==> src/rtl/stream_arb2.sv <==
// Packet-level round-robin arbiter sharing one AXI-stream sink between two sources.
// The output is registered, tagged with its source index, and packets are counted per source.
module stream_arb2 #(
    parameter int DATA_WIDTH  = 32,
    parameter int COUNT_WIDTH = 32
) (
    input  logic                   clock,
    input  logic                   reset_n,
    input  logic                   enable,
    input  logic [DATA_WIDTH-1:0]  in0_data,
    input  logic                   in0_last,
    input  logic                   in0_valid,
    output logic                   in0_ready,
    input  logic [DATA_WIDTH-1:0]  in1_data,
    input  logic                   in1_last,
    input  logic                   in1_valid,
    output logic                   in1_ready,
    output logic [DATA_WIDTH-1:0]  out_data,
    output logic                   out_last,
    output logic                   out_src,
    output logic                   out_valid,
    input  logic                   out_ready,
    output logic [COUNT_WIDTH-1:0] num_packets0,
    output logic [COUNT_WIDTH-1:0] num_packets1
);

    typedef enum logic [1:0] {IDLE, GNT0, GNT1} state_t;

    state_t                 state_q;
    logic                   prio_q;
    logic                   outValid_q;
    logic                   outLast_q;
    logic                   outSrc_q;
    logic [DATA_WIDTH-1:0]  outData_q;
    logic [COUNT_WIDTH-1:0] count0_q;
    logic [COUNT_WIDTH-1:0] count1_q;
    logic [COUNT_WIDTH-1:0] count0_d;
    logic [COUNT_WIDTH-1:0] count1_d;

    logic outFree;
    logic take0;
    logic take1;

    // The output slot is free when empty or being drained this cycle, giving one beat per cycle.
    assign outFree   = ~outValid_q | out_ready;
    assign in0_ready = (state_q == GNT0) & outFree;
    assign in1_ready = (state_q == GNT1) & outFree;
    assign take0     = in0_valid & in0_ready;
    assign take1     = in1_valid & in1_ready;

    assign count0_d  = count0_q + COUNT_WIDTH'(1);
    assign count1_d  = count1_q + COUNT_WIDTH'(1);

    always_ff @(posedge clock or negedge reset_n) begin
        if (!reset_n) begin
            state_q    <= IDLE;
            prio_q     <= 1'b0;
            outValid_q <= 1'b0;
            outLast_q  <= 1'b0;
            outSrc_q   <= 1'b0;
            outData_q  <= '0;
            count0_q   <= '0;
            count1_q   <= '0;
        end else begin
            case (state_q)
                IDLE: begin
                    if (enable) begin
                        if (in0_valid && (!in1_valid || !prio_q)) begin
                            state_q <= GNT0;
                        end else if (in1_valid) begin
                            state_q <= GNT1;
                        end
                    end
                end
                GNT0: begin
                    if (take0 && in0_last) begin
                        state_q  <= IDLE;
                        prio_q   <= 1'b1;
                        count0_q <= count0_d;
                    end
                end
                GNT1: begin
                    if (take1 && in1_last) begin
                        state_q  <= IDLE;
                        prio_q   <= 1'b0;
                        count1_q <= count1_d;
                    end
                end
                default: state_q <= IDLE;
            endcase

            // A new beat overwrites the slot; otherwise a consumed beat empties it.
            if (take0 || take1) begin
                outValid_q <= 1'b1;
                outData_q  <= take1 ? in1_data : in0_data;
                outLast_q  <= take1 ? in1_last : in0_last;
                outSrc_q   <= take1;
            end else if (out_ready) begin
                outValid_q <= 1'b0;
            end
        end
    end

    assign out_data     = outData_q;
    assign out_last     = outLast_q;
    assign out_src      = outSrc_q;
    assign out_valid    = outValid_q;
    assign num_packets0 = count0_q;
    assign num_packets1 = count1_q;

endmodule

==> config.mk <==
export PLATFORM = sky130hd
export DESIGN_NAME = stream_arb2
export DESIGN_NICKNAME = d
export VERILOG_FILES = /design/src/rtl/stream_arb2.sv
export SDC_FILE = /design/constraint.sdc
export NUM_CORES = 1
export LEC_CHECK = 0
export BUFFER_PORTS_ARGS = -buffer_cell sky130_fd_sc_hd__buf_2
export CORE_ASPECT_RATIO = 0.5
export CORE_MARGIN = 5
export CORE_UTILIZATION = 35
export CTS_CLUSTER_DIAMETER = 30
export DETAILED_ROUTE_END_ITERATION = 16
export PLACE_DENSITY_LB_ADDON = 0.2
export SLEW_MARGIN = 20
export SYNTH_ARGS = -nofsm -noshare
export SYNTH_HDL_FRONTEND = slang
export SYNTH_SLANG_ARGS = --single-unit
export TNS_END_PERCENT = 1
==> constraint.sdc <==
create_clock -name clock -period 2.6 [get_ports clock]
set_input_delay 0.39 -clock clock [delete_from_list [all_inputs] [get_ports clock]]
set_output_delay 0.39 -clock clock [all_outputs]
set_load 0.01 [all_outputs]
==> results.sh, run 1 <==
export IMPL_status="finished clean"
export IMPL_grt_overflow_total=0
export IMPL_maxCapViolCount=0
export IMPL_power_density_mw_per_mm2=825.4
export IMPL_grt_first_pass_wirelength_um=19950
export IMPL_yosys_top_cells_area="dfrtp_1 55%, xnor2_1 8.0%, nand2_1 7.6%"
export IMPL_syn_inst=462
export IMPL_slew_headroom_pct=67.94
export IMPL_dieArea_mm2=0.01574
export IMPL_yosysMostFrequentCell="dfrtp_1"
export IMPL_synth_nets=536
export IMPL_die_w_um=172.5
export IMPL_place_hpwl_um=9076
export IMPL_p_leak_nw=3.094
export IMPL_wl_per_cell_um=14.58
export IMPL_cts_num_sinks=102
export IMPL_finalMaxSlewViolations=0
export IMPL_numCtsBuffers=9
export IMPL_synth_top_cell_area_share_pct=55.25
export IMPL_yosys_warnings=0
export IMPL_final_setup_viol_count=0
export IMPL_cts_resized=0
export IMPL_cts_path_max_buffers=2
export IMPL_final_layout_size_suffix_gt1_share_pct=32.19
export IMPL_gp_congestion=0.7664
export IMPL_cp_max_fo=7
export IMPL_period_share_pct=81.41
export IMPL_rsz0062_at_grt="false"
export IMPL_fin_skew_ns=0.009980
export IMPL_required_ns=2.83
export IMPL_synthesis_area_mm2=0.004619
export IMPL_peakVddDrop_uv=439.2
export IMPL_antenna_found_initial=0
export IMPL_finalNetCount=712
export IMPL_worst_pin_slew_ns=0.4795
export IMPL_hold_viol_final=0
export IMPL_netlist_top_cells_count="102 x dfrtp_1, 93 x nand2_1, 46 x nor2_1"
export IMPL_areaGrowthSynthToFinish_pct=30.15
export IMPL_power_mw=4.962
export IMPL_drtAntennaViolNets=0
export IMPL_ys_types=35
export IMPL_min_period_ns=2.117
export IMPL_fmax_mhz=472.4
export IMPL_antenna_cells=0
export IMPL_ys_seq_area_share_pct=55.25
export IMPL_synth_seq_cells=102
export IMPL_avgSynthCellArea_um2=9.999
export IMPL_dieHeight_um=91.24
export IMPL_fin_cells=813
export IMPL_h_tree_depth=3
export IMPL_endpoint_kind="register"
export IMPL_tritoncts="built"
export IMPL_io_pins=173
export IMPL_drc=0
export IMPL_clk_latency_ns=0.34
export IMPL_dp_cells=796
export IMPL_critPathKind="register to register"
export IMPL_crit_arrival_ns=2.34
export IMPL_post_cts_buffers=0
export IMPL_core_mm2=0.01281
export IMPL_rows=29
export IMPL_grt_pass1_vias=3850
export IMPL_start_util_pct=36.07
export IMPL_yosysTopAreaCell="dfrtp_1"
export IMPL_synth_main_ff_cell="dfrtp_1"
export IMPL_via_per_inst=4.780
export IMPL_start_kind="register"
export IMPL_grt_start_max_net_pins=37
export IMPL_min_path_type="input port to register"
export IMPL_async_flop_share_pct=100.0
export IMPL_via_count=3886
export IMPL_path_clk_slew_ns=0.07
export IMPL_drt_pass1_iter_count=4
export IMPL_grtUsageTotal_pct=15.71
export IMPL_synth_edf_count=0
export IMPL_tns_ns=0
export IMPL_routed_wl_um=11850
export IMPL_drt_first_iter_violations=207
export IMPL_root_buffer="clkbuf_16"
export IMPL_io_buffers=172
==> routing by layer <==
layer,track usage [%],up-vias,part of all wire (%)
met5,0,-,0
met4,4.120,0,1.0
met3,4.642,11,6.7
met2,24.77,101,47
met1,21.26,1852,45
li1,-,1922,-
==> area by class of cell <==
cell class,instances,area (µm²)
Clock buffer,11,242.7
Clock inverter,5,65.06
Fill cell,1259,6797
Inverter,9,33.78
Multi-Input combinational cell,333,1957
Sequential cell,102,2552
Tap cell,170,212.7
Timing Repair Buffer,183,948.4
==> flip-flops by register name (all words and copies together) (netlist names) <==
| signal | flops |
|---|---|
| out_src | 1 |
| num_packets0 | 32 |
| state_q | 2 |
| num_packets1 | 32 |
| prio_q | 1 |
| out_valid | 1 |
| out_last | 1 |
| out_data | 32 |
==> cell usage in the layout (no fill, tap or decap), types with 3 or more instances in the layout <==
master     netlist  routed
a31oi_1         33      33
and3_1           6       6
and4_1           5       5
buf_2            1     171
buf_4            0      11
clkbuf_16        0       9
dfrtp_1        102     102
inv_1            9       9
nand2_1         93      93
nand3_1         28      28
nand4_1         13      13
nor2_1          46      46
nor3_1          15      15
nor4_1           4       4
nor4_4           3       3
xnor2_1         42      42
xor2_1          20      20
==> what timing repair did <==
action / 4_1_cts / 5_1_grt
setup endpoints to repair: 0 / 0
hold endpoints to repair: 30 / 0
hold buffers: 1 / 0
==> where the power goes <==
part	internal, mW	total, mW	switching [mW]
Sequential	1.94	2.18	0.237
Clock	0.784	1.39	0.604
Combinational	0.591	1.39	0.802
==> critical path, stage by stage (launching register included) <==
cell and delay (ns):
dfrtp_1 0.44, nand2b_1 0.23, or3b_2 0.62, nor4_4 0.41, nand4_1 0.16, xnor2_1 0.15
==> logic make-up after synthesis <==
family | share of synthesized area (%)
AND/OR/NAND/NOR | 24.40
flip-flops | 55.25
XOR/XNOR | 11.76
AO/OA/AOI/OAI | 5.173
buffers and inverters | 2.383
multiplexers | 0.4875
adder cells (fa/ha/maj) | 0.5416
==> worst paths after layout <==
path | depth (start not counted) | endpoint | start | slack, ns
min | 3 | out_data[17] | in0_data[17] | 0.29
max | 5 | num_packets1[30] | state_q[0] | 0.48
min in group asynchronous | 2 | out_data[29] | reset_n | 0.52
min reg2reg | 1 | num_packets0[31] | num_packets0[31] | 0.47
max in group asynchronous | 3 | num_packets1[30] | reset_n | 1.40
max reg2reg | 5 | num_packets1[30] | state_q[0] | 0.48
==> metrics by stage <==
stage | hold slack [ns] | setup slack, ns | cell area [µm²] | utilization [%]
after floorplan | 0.09441 | 0.7403 | 4619 | -
after global placement | 0.3605 | 0.5127 | 5694 | 44.46
after detailed placement | 0.3587 | 0.4716 | 5694 | 44.46
after CTS | 0.2752 | 0.4561 | 6012 | 46.94
after global routing | 0.2837 | 0.3627 | 6012 | 46.94
final | 0.2886 | 0.4833 | 6012 | 46.94
No activity file was read; power rests on OpenSTA's default activity.
==> run 2, diff against run 1 <==
==> constraint.sdc (replaced) <==
create_clock -name clock -period 1.8 [get_ports clock]
set_input_delay 0.27 -clock clock [delete_from_list [all_inputs] [get_ports clock]]
set_output_delay 0.27 -clock clock [all_outputs]
set_load 0.01 [all_outputs]
==> results.sh, run 2 (same netlist as run 1, synthesis figures left out) <==
export IMPL_status="finished clean"
export IMPL_maxCapViolCount=0
export IMPL_hold_viol_final=0
export IMPL_mostFrequentLayoutCells="171 x buf_2, 102 x dfrtp_1, 93 x nand2_1"
export IMPL_endpoint_kind="register"
export IMPL_routed_wl_um=12270
export IMPL_tritoncts="built"
export IMPL_finalMaxSlewViolations=0
export IMPL_slew_headroom_pct=70.16
export IMPL_cp_max_fo=7
export IMPL_tns_ns=0
export IMPL_dieHeight_um=91.24
export IMPL_worst_pin_slew_ns=0.4475
export IMPL_grtUsageTotal_pct=15.72
export IMPL_grt_busiest_layer="met2"
export IMPL_antenna_found_initial=0
export IMPL_via_per_inst=4.742
export IMPL_grt_overflow_total=0
export IMPL_required_ns=2.02
export IMPL_hold_slack_ns=0.1782
export IMPL_drtAntennaViolNets=0
export IMPL_root_buffer="clkbuf_16"
export IMPL_dp_cells=835
export IMPL_fmax_mhz=576.9
export IMPL_fin_skew_ns=0.007756
export IMPL_p_leak_nw=3.304
export IMPL_die_w_um=172.5
export IMPL_fin_cells=853
export IMPL_start_util_pct=36.07
export IMPL_grt_util_met1_pct=21.19
export IMPL_start_kind="register"
export IMPL_critPathKind="register to register"
export IMPL_cts_num_sinks=102
export IMPL_grt_util_met3_pct=4.338
export IMPL_gp_congestion=0.7855
export IMPL_path_clk_slew_ns=0.07
export IMPL_power_density_mw_per_mm2=1126
export IMPL_worst_slack_ns=0.06654
export IMPL_grt_pass1_vias=4033
export IMPL_min_period_ns=1.733
export IMPL_drt_pass1_iter_count=4
export IMPL_rows=29
export IMPL_period_share_pct=96.30
export IMPL_drc=0
export IMPL_place_hpwl_um=9478
export IMPL_dpl_worst_slack_ns=-0.1456
export IMPL_crit_arrival_ns=1.96
export IMPL_dieArea_mm2=0.01574
export IMPL_numCtsBuffers=9
export IMPL_finalNetCount=752
export IMPL_rsz0062_at_grt="true"
export IMPL_grt_start_max_net_pins=43
export IMPL_grt_use_met2_pct=25.78
export IMPL_final_layout_size_suffix_gt1_share_pct=36.60
export IMPL_core_mm2=0.01281
export IMPL_via_count=4045
export IMPL_num_fill_cells=1248
export IMPL_antenna_cells=0
export IMPL_peakVddDrop_uv=578.5
export IMPL_min_path_type="input port to register"
export IMPL_cts_path_max_buffers=2
export IMPL_h_tree_depth=3
export IMPL_clk_latency_ns=0.34
export IMPL_io_buffers=172
export IMPL_final_common_cell="buf_2"
export IMPL_io_pins=173
export IMPL_final_setup_viol_count=0
export IMPL_areaGrowthSynthToFinish_pct=37.03
export IMPL_grt_first_pass_wirelength_um=20240
export IMPL_drt_first_iter_violations=138
export IMPL_wl_per_cell_um=14.38
## run 2: cell count changes in the layout (fill, tap and decap cells not counted), sizes merged
cell | before | now
bufinv | 1 | 0
buf | 182 | 222
clkinvlp | 0 | 2
inv | 11 | 10
## run 2: area by class of cell
class,instances,area [µm²],area share (%)
Sequential cell,102,2552,40.32
Multi-Input combinational cell,333,1981,31.29
Timing Repair Buffer,223,1274,20.12
Clock buffer,11,242.7,3.835
Tap cell,170,212.7,3.360
Clock inverter,5,33.78,0.5337
Inverter,9,33.78,0.5337
## run 2: repair_timing
action / 4_1_cts / 5_1_grt
buffers inserted: 0 / 1
hold endpoints to repair: 30 / 0
pin swaps: 1 / 6
resized for setup: 2 / 3
endpoints found under the setup margin: 16 / 31
hold buffers: 1 / 0
## run 2: worst paths after layout
kind / slack (ns) / start / end / cells past startpoint
max: 0.07 / state_q[0] / num_packets1[12] / 5
min: 0.18 / in0_data[21] / out_data[21] / 3
max reg2reg: 0.07 / state_q[0] / num_packets1[12] / 5
min reg2reg: 0.46 / num_packets0[31] / num_packets0[31] / 1
max in group asynchronous: 0.80 / reset_n / num_packets0[26] / 3
min in group asynchronous: 0.42 / reset_n / num_packets1[8] / 2
## run 2: report_power, final
part	leakage [nW]	total, mW	internal, mW	switching (mW)
Combinational	1.88	2.22	0.977	1.24
Sequential	1.30	3.10	2.81	0.294
Clock	0.132	1.80	0.976	0.827
## run 2: stage by stage
stage / area, µm² / total power, mW / utilization (%)
after floorplan: 4619 / 4.319 / -
after CTS: 6310 / 7.224 / 49.26
after global routing: 6330 / 7.616 / 49.42
after detailed placement: 6012 / 5.375 / 46.94
after global placement: 6012 / 5.354 / 46.94
final: 6330 / 7.128 / 49.42
## run 2: layer usage
metal | vias to the layer above | wire (µm)
met2 | 104 | 5911
met5 | - | 0
li1 | 2001 | -
met3 | 6 | 712
met1 | 1934 | 5570
met4 | 0 | 71
## run 2: critical path, stage by stage, from the launching register on
cell,delay (ns)
dfrtp_1,0.37
nand2b_1,0.15
or3b_4,0.49
nor4_4,0.30
nand4_1,0.15
xnor2_1,0.14
==> run 3, diff against run 2 <==
--- a/config.mk
+++ b/config.mk
@@ -8,9 +8,10 @@
 export BUFFER_PORTS_ARGS = -buffer_cell sky130_fd_sc_hd__buf_2
 export CORE_ASPECT_RATIO = 0.5
 export CORE_MARGIN = 5
-export CORE_UTILIZATION = 35
+export CORE_UTILIZATION = 45
 export CTS_CLUSTER_DIAMETER = 30
 export DETAILED_ROUTE_END_ITERATION = 16
+export GPL_ROUTABILITY_DRIVEN = 0
 export PLACE_DENSITY_LB_ADDON = 0.2
 export SLEW_MARGIN = 20
 export SYNTH_ARGS = -nofsm -noshare
==> results.sh, run 3 (same netlist as run 1, synthesis figures left out) <==
export IMPL_status="finished clean"
export IMPL_h_tree_depth=3
export IMPL_via_per_inst=4.943
export IMPL_period_share_pct=99.86
export IMPL_rows=26
export IMPL_cts_num_sinks=102
export IMPL_dieArea_mm2=0.01252
export IMPL_antenna_cells=0
export IMPL_mostFrequentLayoutCells="171 x buf_2, 102 x dfrtp_1, 93 x nand2_1"
export IMPL_min_path_type="input port to register"
export IMPL_core_mm2=0.01012
export IMPL_slowest_delay_ns=0.49
export IMPL_peakVddDrop_uv=745.8
export IMPL_p_leak_nw=3.276
export IMPL_grtUsageTotal_pct=19.08
export IMPL_tritoncts="built"
export IMPL_areaGrowthSynthToFinish_pct=36.62
export IMPL_worst_slack_ns=0.002518
export IMPL_crit_chain="nor2b_1 > or3b_4 > nor4_2 > buf_4 > nand4_1 > xnor2_1"
export IMPL_fin_skew_ns=0.007333
export IMPL_tns_ns=0
export IMPL_cp_top_family="simple AND/OR/NAND/NOR gates"
export IMPL_p_int_mw=4.866
export IMPL_slew_headroom_pct=68.02
export IMPL_startpoint="out_valid"
export IMPL_final_layout_size_suffix_gt1_share_pct=36.80
export IMPL_grt_start_max_net_pins=51
export IMPL_drt_first_iter_violations=179
export IMPL_numCtsBuffers=9
export IMPL_wl_per_cell_um=14.72
export IMPL_path_clk_slew_ns=0.07
export IMPL_final_common_cell="buf_2"
export IMPL_grt_pass1_vias=3823
export IMPL_power_density_mw_per_mm2=1151
export IMPL_maxCapViolCount=0
export IMPL_dpl_worst_slack_ns=-0.1372
export IMPL_start_kind="register"
export IMPL_hold_slack_ns=0.1743
export IMPL_rsz0062_at_grt="true"
export IMPL_hold_viol_final=0
export IMPL_finalMaxSlewViolations=0
export IMPL_p_sw_mw=2.396
export IMPL_min_period_ns=1.797
export IMPL_final_setup_viol_count=0
export IMPL_cts_path_max_buffers=2
export IMPL_power_frac_comb_pct=30.6
export IMPL_drc=0
export IMPL_start_util_pct=45.66
export IMPL_grt_overflow_total=0
export IMPL_routed_wl_um=11980
export IMPL_fmax_mhz=556.3
export IMPL_place_area_mm2=0.005924
export IMPL_antenna_found_initial=0
export IMPL_root_buffer="clkbuf_16"
export IMPL_min_from="in0_data[14]"
export IMPL_die_w_um=153.3
export IMPL_place_hpwl_um=8930
export IMPL_drt_pass1_iter_count=4
export IMPL_worst_pin_slew_ns=0.4797
export IMPL_required_ns=2.02
export IMPL_crit_arrival_ns=2.02
export IMPL_critPathKind="register to register"
export IMPL_swShare_pct=32.99
export IMPL_io_buffers=172
export IMPL_p_clk_share_pct=26.6
export IMPL_finalNetCount=743
export IMPL_clk_latency_ns=0.34
export IMPL_io_pins=173
export IMPL_num_fill_cells=902
export IMPL_via_count=4024
export IMPL_final_area_mm2=0.006311
export IMPL_dieHeight_um=81.65
export IMPL_seqPwrFrac_pct=42.7
export IMPL_cp_slowest_cell="or3b_4"
export IMPL_endpoint_kind="register"
export IMPL_cp_max_fo=6
export IMPL_drtAntennaViolNets=0
export IMPL_critPathBufInv=1
export IMPL_grt_first_pass_wirelength_um=19120
export IMPL_utilization_pct=62.38
export IMPL_r2r_start="out_valid"
==> run 3: cell count changes in the layout (fill, tap and decap cells not counted), moves of 3 or more <==
cell / delta
nor3_1: -3
buf_4: -11
nor4_2: +3
nor3_2: +3
==> run 3: timing repair <==
action / 4_1_cts / 5_1_grt
gates cloned: 0 / 0
pin swaps: 1 / 3
setup endpoints to repair: 37 / 27
endpoints found under the hold margin: 28 / 0
hold buffers: 1 / 0
resized for setup: 1 / 11
setup buffers: 0 / 2
==> run 3: power by group through the flow <==
stage,Sequential (mW),Clock (mW),Combinational (mW)
after global routing,3.17,2.09,2.46
after CTS,3.11,1.99,2.24
final,3.10,1.93,2.22
after floorplan,3.38,0,0.943
after global placement,3.13,0,2.18
after detailed placement,3.13,0,2.24
==> run 3: worst reg2reg max path, delay by kind of cell (launching register included) <==
family	cells	cell delay [ns]
DFF	1	0.39
and+or+nand+nor	4	1.00
buffers and inverters	1	0.16
xor gates and xnor gates	1	0.14
==> run 3: final timing paths <==
| check | end | slack [ns] | depth (start not counted) |
|---|---|---|---|
| worst max-delay path | num_packets1[12] | 0.003 | 6 |
| worst min-delay path | out_data[14] | 0.17 | 3 |
| worst max register to register | num_packets1[12] | 0.003 | 6 |
| worst min register to register | num_packets0[31] | 0.47 | 1 |
| max in group asynchronous | num_packets0[29] | 0.80 | 3 |
| min in group asynchronous | num_packets1[12] | 0.43 | 2 |
==> run 3: final cells by class <==
class	count	area [µm²]	share of cell area, %
inverters	9	33.78	0.5353
multi-input cells	333	2019	32.00
flip-flops and latches	102	2552	40.44
clock buffers	9	225.2	3.569
clock inverters	7	73.82	1.170
repair buffers	214	1231	19.51
well taps	140	175.2	2.776
==> run 3: metal layers <==
metal  global-route usage [%]  wire length [µm]  vias up
met5                        0                 0        -
met4                    3.911                63        0
met3                    6.947               843        6
met1                    25.28              5527     1915
met2                    30.70              5544      112
li1                         -                 -     1991
==> run 3: metrics by stage <==
stage / instances / total power, mW
2_1_floorplan: 462 / 4.319
3_3_place_gp: 795 / 5.311
5_1_grt: 814 / 7.713
6_report: 814 / 7.261
4_1_cts: 812 / 7.336
3_5_place_dp: 795 / 5.371
